### config.mk
export PLATFORM = sky130hd
export DESIGN_NAME = simon_seq_engine
export DESIGN_NICKNAME = d
export VERILOG_FILES = /design/src/rtl/simon_pkg.sv /design/src/rtl/simon_seq_engine_tick_gen.sv /design/src/rtl/simon_seq_engine.sv
export SDC_FILE = /design/constraint.sdc
export NUM_CORES = 1
export LEC_CHECK = 0
export CAP_MARGIN = 20
export CELL_PAD_IN_SITES_DETAIL_PLACEMENT = 1
export CELL_PAD_IN_SITES_GLOBAL_PLACEMENT = 2
export CORE_UTILIZATION = 40
export DETAILED_ROUTE_END_ITERATION = 12
export GPL_ROUTABILITY_DRIVEN = 0
export GPL_TIMING_DRIVEN = 0
export PLACE_DENSITY_LB_ADDON = 0.2
export SYNTH_ARGS = -nofsm -noshare
export SYNTH_HDL_FRONTEND = slang
export SYNTH_SLANG_ARGS = --single-unit
### constraint.sdc
create_clock -name clk -period 5.9 [get_ports clk]
set_input_delay 1.475 -clock clk [delete_from_list [all_inputs] [get_ports clk]]
set_output_delay 1.475 -clock clk [all_outputs]
set_load 0.1 [all_outputs]
### src/rtl/simon_pkg.sv
// Shared types for the memory-game core: FSM state encoding and the LED "dark" flag.
package simon_pkg;

    typedef enum logic [2:0] {
        ST_IDLE,
        ST_ADD,
        ST_SHOW,
        ST_GAP,
        ST_INPUT,
        ST_LOSE,
        ST_WIN
    } state_t;

    // MSB value of the LED bus that blanks every colour.
    localparam logic LED_OFF = 1'b1;

endpackage

### src/rtl/simon_seq_engine_tick_gen.sv
// Free-running divider producing a one-clk game tick every TICK_DIV clocks.
module tick_gen #(
    parameter int TICK_DIV = 800000
) (
    input  logic clk,
    input  logic reset,
    output logic o_tick
);

    localparam int CNT_W = (TICK_DIV > 1) ? $clog2(TICK_DIV) : 1;

    logic [CNT_W-1:0] r_cnt;
    logic             w_wrap;

    assign w_wrap = (r_cnt == CNT_W'(TICK_DIV - 1));
    assign o_tick = w_wrap;

    always_ff @(posedge clk) begin
        if (reset) begin
            r_cnt <= '0;
        end else if (w_wrap) begin
            r_cnt <= '0;
        end else begin
            r_cnt <= r_cnt + CNT_W'(1);
        end
    end

endmodule

### src/rtl/simon_seq_engine.sv
// Memory-game core: grows a random colour sequence, plays it back on the LEDs and
// checks the player's presses. All timing is in game ticks from tick_gen.
module simon_seq_engine
    import simon_pkg::*;
#(
    parameter int COLOR_W       = 2,
    parameter int MAX_LEN       = 16,
    parameter int TICK_DIV      = 800000,
    parameter int SHOW_TICKS    = 20,
    parameter int GAP_TICKS     = 5,
    parameter int TIMEOUT_TICKS = 50,
    parameter int BUZZ_TICKS    = 10
) (
    input  logic                         clk,
    input  logic                         reset,
    input  logic                         i_start,
    input  logic [COLOR_W-1:0]           i_rnd,
    input  logic                         i_btn_valid,
    input  logic [COLOR_W-1:0]           i_btn_color,
    output logic [COLOR_W:0]             o_led,
    output logic [$clog2(MAX_LEN+1)-1:0] o_level,
    output logic [7:0]                   o_score,
    output logic                         o_buzzer,
    output logic                         o_busy,
    output logic                         o_game_over,
    output logic                         o_win,
    output state_t                       o_dbg_state
);

    localparam int LVL_W   = $clog2(MAX_LEN + 1);
    localparam int IDX_W   = (MAX_LEN > 1) ? $clog2(MAX_LEN) : 1;
    localparam int TMR_MAX = (SHOW_TICKS > GAP_TICKS) ?
                             ((SHOW_TICKS > TIMEOUT_TICKS) ? SHOW_TICKS : TIMEOUT_TICKS) :
                             ((GAP_TICKS > TIMEOUT_TICKS) ? GAP_TICKS : TIMEOUT_TICKS);
    localparam int TMR_W   = $clog2(TMR_MAX + 1);
    localparam int BUZ_W   = $clog2(BUZZ_TICKS + 1);

    state_t             r_state, w_next;
    logic [COLOR_W-1:0] r_seq [MAX_LEN];
    logic [LVL_W-1:0]   r_level;
    logic [IDX_W-1:0]   r_idx;
    logic [7:0]         r_score;
    logic [TMR_W-1:0]   r_timer;
    logic [BUZ_W-1:0]   r_buzz;
    logic [COLOR_W-1:0] r_echo;
    logic               r_echo_vld;

    logic               w_tick;
    logic [COLOR_W-1:0] w_cur_color;
    logic               w_last, w_hit, w_show_done, w_gap_done, w_timeout;

    tick_gen #(.TICK_DIV(TICK_DIV)) u_tick_gen (
        .clk    (clk),
        .reset  (reset),
        .o_tick (w_tick)
    );

    // btn_valid is a single-clk strobe with btn_color valid alongside; there is no
    // back-pressure, and strobes outside INPUT are simply dropped.
    assign w_cur_color = r_seq[r_idx];
    assign w_last      = (LVL_W'(r_idx) == r_level - LVL_W'(1));
    assign w_hit       = i_btn_valid && (i_btn_color == w_cur_color);
    assign w_show_done = w_tick && (r_timer == TMR_W'(SHOW_TICKS - 1));
    assign w_gap_done  = w_tick && (r_timer == TMR_W'(GAP_TICKS - 1));
    assign w_timeout   = w_tick && (r_timer == TMR_W'(TIMEOUT_TICKS - 1));

    always_ff @(posedge clk) begin
        if (reset) r_state <= ST_IDLE;
        else       r_state <= w_next;
    end

    always_comb begin
        w_next = r_state;
        case (r_state)
            ST_IDLE, ST_LOSE, ST_WIN: if (i_start) w_next = ST_ADD;
            ST_ADD:   w_next = ST_SHOW;
            ST_SHOW:  if (w_show_done) w_next = ST_GAP;
            ST_GAP:   if (w_gap_done) w_next = w_last ? ST_INPUT : ST_SHOW;
            ST_INPUT: begin
                // A press on the same clk as the timeout tick takes priority.
                if (i_btn_valid) begin
                    if (!w_hit)      w_next = ST_LOSE;
                    else if (w_last) w_next = (r_level == LVL_W'(MAX_LEN)) ? ST_WIN : ST_ADD;
                end else if (w_timeout) begin
                    w_next = ST_LOSE;
                end
            end
            default:  w_next = ST_IDLE;
        endcase
    end

    always_ff @(posedge clk) begin
        if (r_state == ST_ADD) r_seq[r_level[IDX_W-1:0]] <= i_rnd;
    end

    always_ff @(posedge clk) begin
        if (reset) begin
            r_level    <= '0;
            r_idx      <= '0;
            r_score    <= '0;
            r_timer    <= '0;
            r_buzz     <= '0;
            r_echo     <= '0;
            r_echo_vld <= 1'b0;
        end else begin
            if (w_next != r_state || (r_state == ST_INPUT && i_btn_valid)) begin
                r_timer <= '0;
            end else if (w_tick && r_timer != TMR_W'(TMR_MAX)) begin
                r_timer <= r_timer + TMR_W'(1);
            end

            if (r_state == ST_INPUT && w_next == ST_LOSE) begin
                r_buzz <= BUZ_W'(BUZZ_TICKS);
            end else if (w_next == ST_ADD && r_state != ST_INPUT) begin
                r_buzz <= '0;
            end else if (w_tick && r_buzz != '0) begin
                r_buzz <= r_buzz - BUZ_W'(1);
            end

            // Echo the pressed colour until the next tick.
            if (r_state == ST_INPUT && i_btn_valid) begin
                r_echo     <= i_btn_color;
                r_echo_vld <= 1'b1;
            end else if (w_tick || r_state != ST_INPUT) begin
                r_echo_vld <= 1'b0;
            end

            case (r_state)
                ST_IDLE, ST_LOSE, ST_WIN: begin
                    if (i_start) begin
                        r_level <= '0;
                        r_score <= '0;
                    end
                end
                ST_ADD: begin
                    r_level <= r_level + LVL_W'(1);
                    r_idx   <= '0;
                end
                ST_GAP: begin
                    if (w_gap_done) r_idx <= w_last ? '0 : r_idx + IDX_W'(1);
                end
                ST_INPUT: begin
                    if (w_hit) begin
                        if (r_score != 8'hFF) r_score <= r_score + 8'd1;
                        if (!w_last)          r_idx   <= r_idx + IDX_W'(1);
                    end
                end
                default: ;
            endcase
        end
    end

    always_comb begin
        o_led = {LED_OFF, {COLOR_W{1'b0}}};
        case (r_state)
            ST_SHOW:  o_led = {~LED_OFF, w_cur_color};
            ST_INPUT: if (r_echo_vld) o_led = {~LED_OFF, r_echo};
            default:  ;
        endcase
    end

    assign o_level     = r_level;
    assign o_score     = r_score;
    assign o_buzzer    = (r_buzz != '0);
    assign o_busy      = (r_state == ST_ADD) || (r_state == ST_SHOW) || (r_state == ST_GAP);
    assign o_game_over = (r_state == ST_LOSE);
    assign o_win       = (r_state == ST_WIN);
    assign o_dbg_state = r_state;

endmodule

==> run summary, run 1 <==
DR DRC count: 0
DR iter-0 viols: 105
synth unique cells: 55
die extent in x: 107 um
Yosys top cell area share: 25.8%
Critical Path Sink Type: output pin
initial antenna violation count: 0
static leakage: 1.56 nW
post-synthesis mux area share: 6.95%
Initial Utilization: 41.0%
CTS Buffer Depth: 2
area grow syn2layout: 14.2%
peak supply drop: 0.100 mV
Yosys reg bits: 89
Slew @ Worst Pin: 0.975 ns
Vias: 3343
Root Driver: clkbuf_8
Synth Area in XOR/XNOR: 7.74%
Synth Instances: 440
critical path class: flip-flop to output pin
Slowest-stage cell, CP: clkdlybuf4s50_1
Crit Path Max Fanout: 10
final-report setup violation count: 0
Simple-Gate Fraction of Synth Area: 20.7%
adder and majority gate portion of the synthesized area: 3.39%
R2R setup slack: 3.15 ns
share of layout cells above drive strength 1: 6.61%
Cell Chain, Critical Path: buf_4 > buf_12 > mux2i_1 > mux4_2 > mux2i_4 > a32o_1 > clkdlybuf4s50_1
average routed wire per standard cell: 17.0 um
clk slew on worst S/H paths: 0.10 ns
Ys Warns: 0
number of port buffers: 28
post-CTS setup buffer count: 0
top cell type by total area after synthesis: dfxtp_1
total track usage: 19.4%
Final ANT Viol Nets: 0
RSZ-0062 raised after global routing: no
Hold Buf Count CTS: 0
register area share after synthesis: 47.5%
Post-synth EDFFs: 32
Fillers: 1220
number of vias per cell: 5.36
Cell Area, Synth: 4430 sq um
number of antenna diodes: 0
Clock Latency Late Sink: 0.37 ns
Final min period: 4.66 ns
Routed WL: 10600 um
CP Data Required Time: 4.43 ns
max-cap violations: 0
GR Overflow Total: 0
Reg2Reg Depth: 8
Slew Limit Fails: 0
startpoint type of the worst setup path: flip-flop
reg2reg end: r_timer[1]$_SDFFE_PP0P_
Setup TNS: 0 ns
H-tree Lvls: 3
crit path DAT: 3.19 ns
post-cts sizing count: 0
Final Skew: 0.0158 ns
highest clock rate: 214 MHz
Hold Crit Class: flip-flop to flip-flop
r2r startpoint: u_tick_gen.r_cnt[0]$_SDFF_PP0_
largest family of logic cells by synthesized area: simple AND/OR/NAND/NOR gates
Synth Area in Compound Gates: 10.6%
clock sink count: 89
largest net degree at the start of global routing: 17
I/O Pins: 31
die area: 11500 sq um
syn nets: 460
HP Start: r_echo[1]$_SDFFE_PP0P_
row count: 38
vias in the first global route: 3392
first-pass GRT wire length: 17100 um
WHS Path Cells: 2
Core Region: 10800 sq um
slew margin rel.: 34.8%
FFs w/ async S/R, synth: 0%
dpl hpwl: 7950 um
die height: 107 um
Post-Syn Area per Cell: 10.1 sq um
top_reg_cell synth: dfxtp_1
crit share post-route: 79.0%
CTS buffer count: 9
PD cells: 245 nW/um^2
final hold violation count: 0
TritonRoute pass-1 iters: 4
Final Core Density: 46.9%
Synth area leaders: dfxtp_1, edfxtp_1, nor2_1, xnor2_1, ha_1
Nets: 499
CTS tree: yes
outcome: finished clean
worst hold endpoint: r_echo[1]$_SDFFE_PP0P_
CP max stage delay: 1.13 ns
most instantiated cells after synthesis: dfxtp_1, nor2_1, nand2_1
final cells by class:
class	instances	area [sq um]	share of cell area (%)
Timing Repair Buffer	28	280	5.54
Tap cell	140	175	3.46
Sequential cell	89	2100	41.6
Clock buffer	10	128	2.52
Inverter	11	41.3	0.816
Buffer	17	100	1.98
Multi-Input combinational cell	323	2180	43.2
Clock inverter	6	47.5	0.940
stage by stage:
step	worst slack (ns)	power, mW	cell area [sq um]	hold slack [ns]	std cells
final	1.24	1.24	5060	0.462	624
after floorplan	1.29	0.808	4430	0.430	440
after detailed placement	1.63	0.861	4880	0.452	608
after global placement	1.63	0.859	4880	0.443	608
after global routing	1.18	1.29	5060	0.489	624
after CTS	1.22	1.25	5060	0.465	624
report_power, final:
part           switching (mW)  internal, mW  leakage [nW]
logic                   0.136        0.0547         0.728
clock network           0.236         0.158        0.0842
registers              0.0120         0.643         0.748
total                   0.384         0.856          1.56
critical path, delay by kind of cell (launching register included):
kind | cells | cell delay, ns
buffers and inverters | 3 | 1.44
muxes | 3 | 0.88
DFF | 1 | 0.31
AOI/OAI and AO/OA | 1 | 0.17
placed cells by master, fill, tap and decap left out, types with 4 or more instances in the layout:
cell type and n:
nor2b_1 8, inv_1 11, xor2_1 13, and3_1 4, dfxtp_1 57, clkbuf_8 9, nor2_1 57, nor3_1 14
o21ai_0 9, nand2b_1 10, nand4_1 4, xnor2_1 23, or3_1 6, a31oi_1 5, or4_1 5, o31ai_1 6
nand3_1 18, mux4_2 5, mux2i_1 15, clkbuf_1 13, and2_1 10, ha_1 12, a21oi_1 22, clkdlybuf4s50_1 28
edfxtp_1 32, nand2_1 36, inv_6 4
state kept, by name, summed over array words and instances (netlist names), named ones only:
signal and count:
o_dbg_state 3, o_level 5, o_score 8, r_buzz 4, r_echo 2, r_echo_vld 1
r_idx 4, r_seq 32, r_timer 6, u_tick_gen.r_cnt 20
kinds of logic (layout without fill, tap and decap cells):
| kind of cell | after synthesis | after routing |
|---|---|---|
| AOI/OAI and AO/OA | 68 | 68 |
| adders and majority gates | 12 | 12 |
| DFF | 89 | 89 |
| xor gates and xnor gates | 37 | 37 |
| buffers and inverters | 28 | 72 |
| and+or+nand+nor | 184 | 184 |
| muxes | 22 | 22 |
routing by layer:
metal | wire [um] | vias to the layer above | part of all wire (%) | global-route usage, %
met5 | 0 | - | 0 | 0
met4 | 223 | 0 | 2.1 | 8.12
met3 | 260 | 17 | 2.4 | 2.67
met2 | 4990 | 35 | 47 | 31.9
met1 | 5150 | 1641 | 48 | 25.6
li1 | - | 1650 | - | -
worst max path at each step:
stage                to                 startpoint  slack, ns  cells past startpoint
2_1_floorplan  o_led[2]  o_dbg_state[1]$_SDFF_PP0_       1.29                      4
3_3_place_gp   o_led[0]                  flip-flop       1.63                      7
3_5_place_dp   o_led[0]                  flip-flop       1.63                      7
4_1_cts        o_led[0]                  flip-flop       1.22                      7
5_1_grt        o_led[0]                  flip-flop       1.18                      7
6_report       o_led[0]                  flip-flop       1.24                      7
No activity file was read; power rests on OpenSTA's default activity.
==> inputs of run 2 (changes only) <==
Settings changed: CORE_UTILIZATION 40 to 34.
Clock period 5.9 ns to 3.8 ns, I/O delays scaled along.
==> run 2 against run 1 <==
- routed wire length down 1.1%
- power increased by 79%
- clock skew down 0.011 ns
- die area increased by 17%
- first-iteration DRC count rose by 37%
- non-clock buffer count unchanged
- clock power up 130%
- hold slack better by 0.0064 ns
- sequential share of layout area is 1.3 points lower
- register-to-register slack got worse by 2.1 ns
- largest power group unchanged
- highest routed layer unchanged
==> run summary, run 2 (synthesis results as in run 1) <==
Hold Buf Count CTS: 0 (unchanged)
outcome: finished clean
die extent in x: 116 um (+8.3%)
largest net degree at the start of global routing: 17 (unchanged)
number of flip-flops in the largest register: 32 (unchanged)
area grow syn2layout: 17.8%
most used cell, CP: clkbuf_1
number of antenna diodes: 0 (unchanged)
total power: 2.22 mW (+79%)
number of vias per cell: 5.06 (-5.6%)
Core Region: 12700 sq um (+17%)
dpl hpwl: 7930 um (-0.35%)
first-pass GRT wire length: 17100 um (+0.16%)
Root Driver: clkbuf_16
Vias: 3318 (-0.75%)
most frequent cells in the layout: nor2_1, dfxtp_1, nand2_1
average routed wire per standard cell: 16.0 um (-6.0%)
Routed WL: 10500 um (-1.1%)
CTS tree: yes
critical path class: flip-flop to output pin
Nets: 499 (unchanged)
GR Overflow Total: 0 (unchanged)
max-cap violations: 0 (unchanged)
final-report setup violation count: 0 (unchanged)
Critical Path Sink Type: output pin
Register Area: 2100 sq um (unchanged)
startpoint type of the worst setup path: flip-flop
area of the multi-input gates: 2190 sq um (+0.17%)
CTS Buffer Depth: 2 (unchanged)
number of port buffers: 28 (unchanged)
Fillers: 1453 (+19%)
Cell Chain, Critical Path: clkbuf_1 > clkbuf_1 > nor2_1 > clkdlybuf4s50_1
Hold Crit Class: flip-flop to flip-flop
die height: 116 um (+8.3%)
clk slew on worst S/H paths: 0.07 ns (-0.03 ns)
clock sink count: 89 (unchanged)
TritonRoute pass-1 iters: 7 (+3)
slew margin rel.: 34.7% (-0.073 points)
row count: 41 (+7.9%)
final hold violation count: 0 (unchanged)
DR iter-0 viols: 144 (+37%)
CP Data Required Time: 2.85 ns (-1.58 ns)
Slew @ Worst Pin: 0.976 ns (+0.00109 ns)
share of layout cells above drive strength 1: 7.44% (+0.83 points)
crit path DAT: 2.62 ns (-0.57 ns)
crit share post-route: 94.0%
H-tree Lvls: 3 (unchanged)
Final ANT Viol Nets: 0 (unchanged)
Final Skew: 0.00502 ns (-0.0108 ns)
Slowest-stage cell, CP: clkdlybuf4s50_1
I/O Pins: 31 (unchanged)
static leakage: 1.64 nW (+4.9%)
Crit Path Max Fanout: 10 (unchanged)
initial antenna violation count: 0 (unchanged)
total track usage: 16.9% (-2.5 points)
Setup TNS: 0 ns (unchanged)
DR DRC count: 0 (unchanged)
peak supply drop: 0.190 mV (+89%)
vias in the first global route: 3230 (-4.8%)
Initial Utilization: 34.9% (-6.1 points)
RSZ-0062 raised after global routing: no
CP max stage delay: 0.99 ns (-0.14 ns)
CTS buffer count: 9 (unchanged)
die area: 13500 sq um (+17%)
Clock Latency Late Sink: 0.35 ns (-0.02 ns)
highest clock rate: 280 MHz
PD cells: 425 nW/um^2 (+73%)
R2R setup slack: 1.05 ns (-2.10 ns)
Final min period: 3.57 ns
Slew Limit Fails: 0 (unchanged)
==> run 2: stage by stage <==
step | instances | utilization (%) | setup slack, ns | cell area [sq um] | hold WS (ns)
finish | 656 | 41.2 | 0.227 | 5220 | 0.469
global route | 656 | 41.2 | 0.105 | 5220 | 0.503
CTS | 656 | 41.2 | 0.0204 | 5230 | 0.468
detailed placement | 640 | 38.9 | 0.0247 | 4930 | 0.458
global placement | 640 | 38.9 | 0.0155 | 4930 | 0.444
floorplan | 440 | - | 0.271 | 4430 | 0.430
==> run 2: what timing repair did <==
| action | 4_1_cts | 5_1_grt |
|---|---|---|
| gates resized for setup | 7 | 4 |
| setup endpoints to repair | 5 | 2 |
| endpoints found under the hold margin | 0 | 0 |
| pin swaps | 0 | 0 |
| buffers inserted | 0 | 0 |
==> run 2: worst paths after layout <==
kind              cells past startpoint                           start                               to
hold reg to reg                       2          r_echo[0]$_SDFFE_PP0P_           r_echo[0]$_SDFFE_PP0P_
hold / removal                        2          r_echo[0]$_SDFFE_PP0P_           r_echo[0]$_SDFFE_PP0P_
setup / recovery                      4       o_dbg_state[2]$_SDFF_PP0_                           o_busy
setup reg to reg                      8  u_tick_gen.r_cnt[0]$_SDFF_PP0_  u_tick_gen.r_cnt[17]$_SDFF_PP0_
==> run 2: power by group <==
group	internal [mW]	switching [mW]	leakage [nW]
Clock	0.516	0.389	0.150
Combinational	0.0819	0.212	0.739
Sequential	0.999	0.0188	0.748
Total	1.60	0.620	1.64
==> run 2: final cells by class <==
cell class	instances	area share (%)
clock buffer	9	4.32
tap	172	4.12
timing repair buffer	28	5.16
clock inverter	7	1.46
sequential	89	40.3
inverter	11	0.791
multi-input combinational	323	41.9
buffer	17	1.92
==> run 2: layer usage <==
| metal | wire, um | GRT usage, % | up-vias |
|---|---|---|---|
| li1 | - | - | 1656 |
| met1 | 5170 | 23.3 | 1604 |
| met2 | 4730 | 26.1 | 47 |
| met3 | 392 | 2.65 | 11 |
| met4 | 212 | 7.95 | 0 |
| met5 | 0 | 0 | - |
==> run 2: critical path: cells and delay by family, from the launching register on <==
kind | cells | cell delay [ns]
DFF | 1 | 0.36
and+or+nand+nor | 1 | 0.14
buffers and inverters | 3 | 1.77
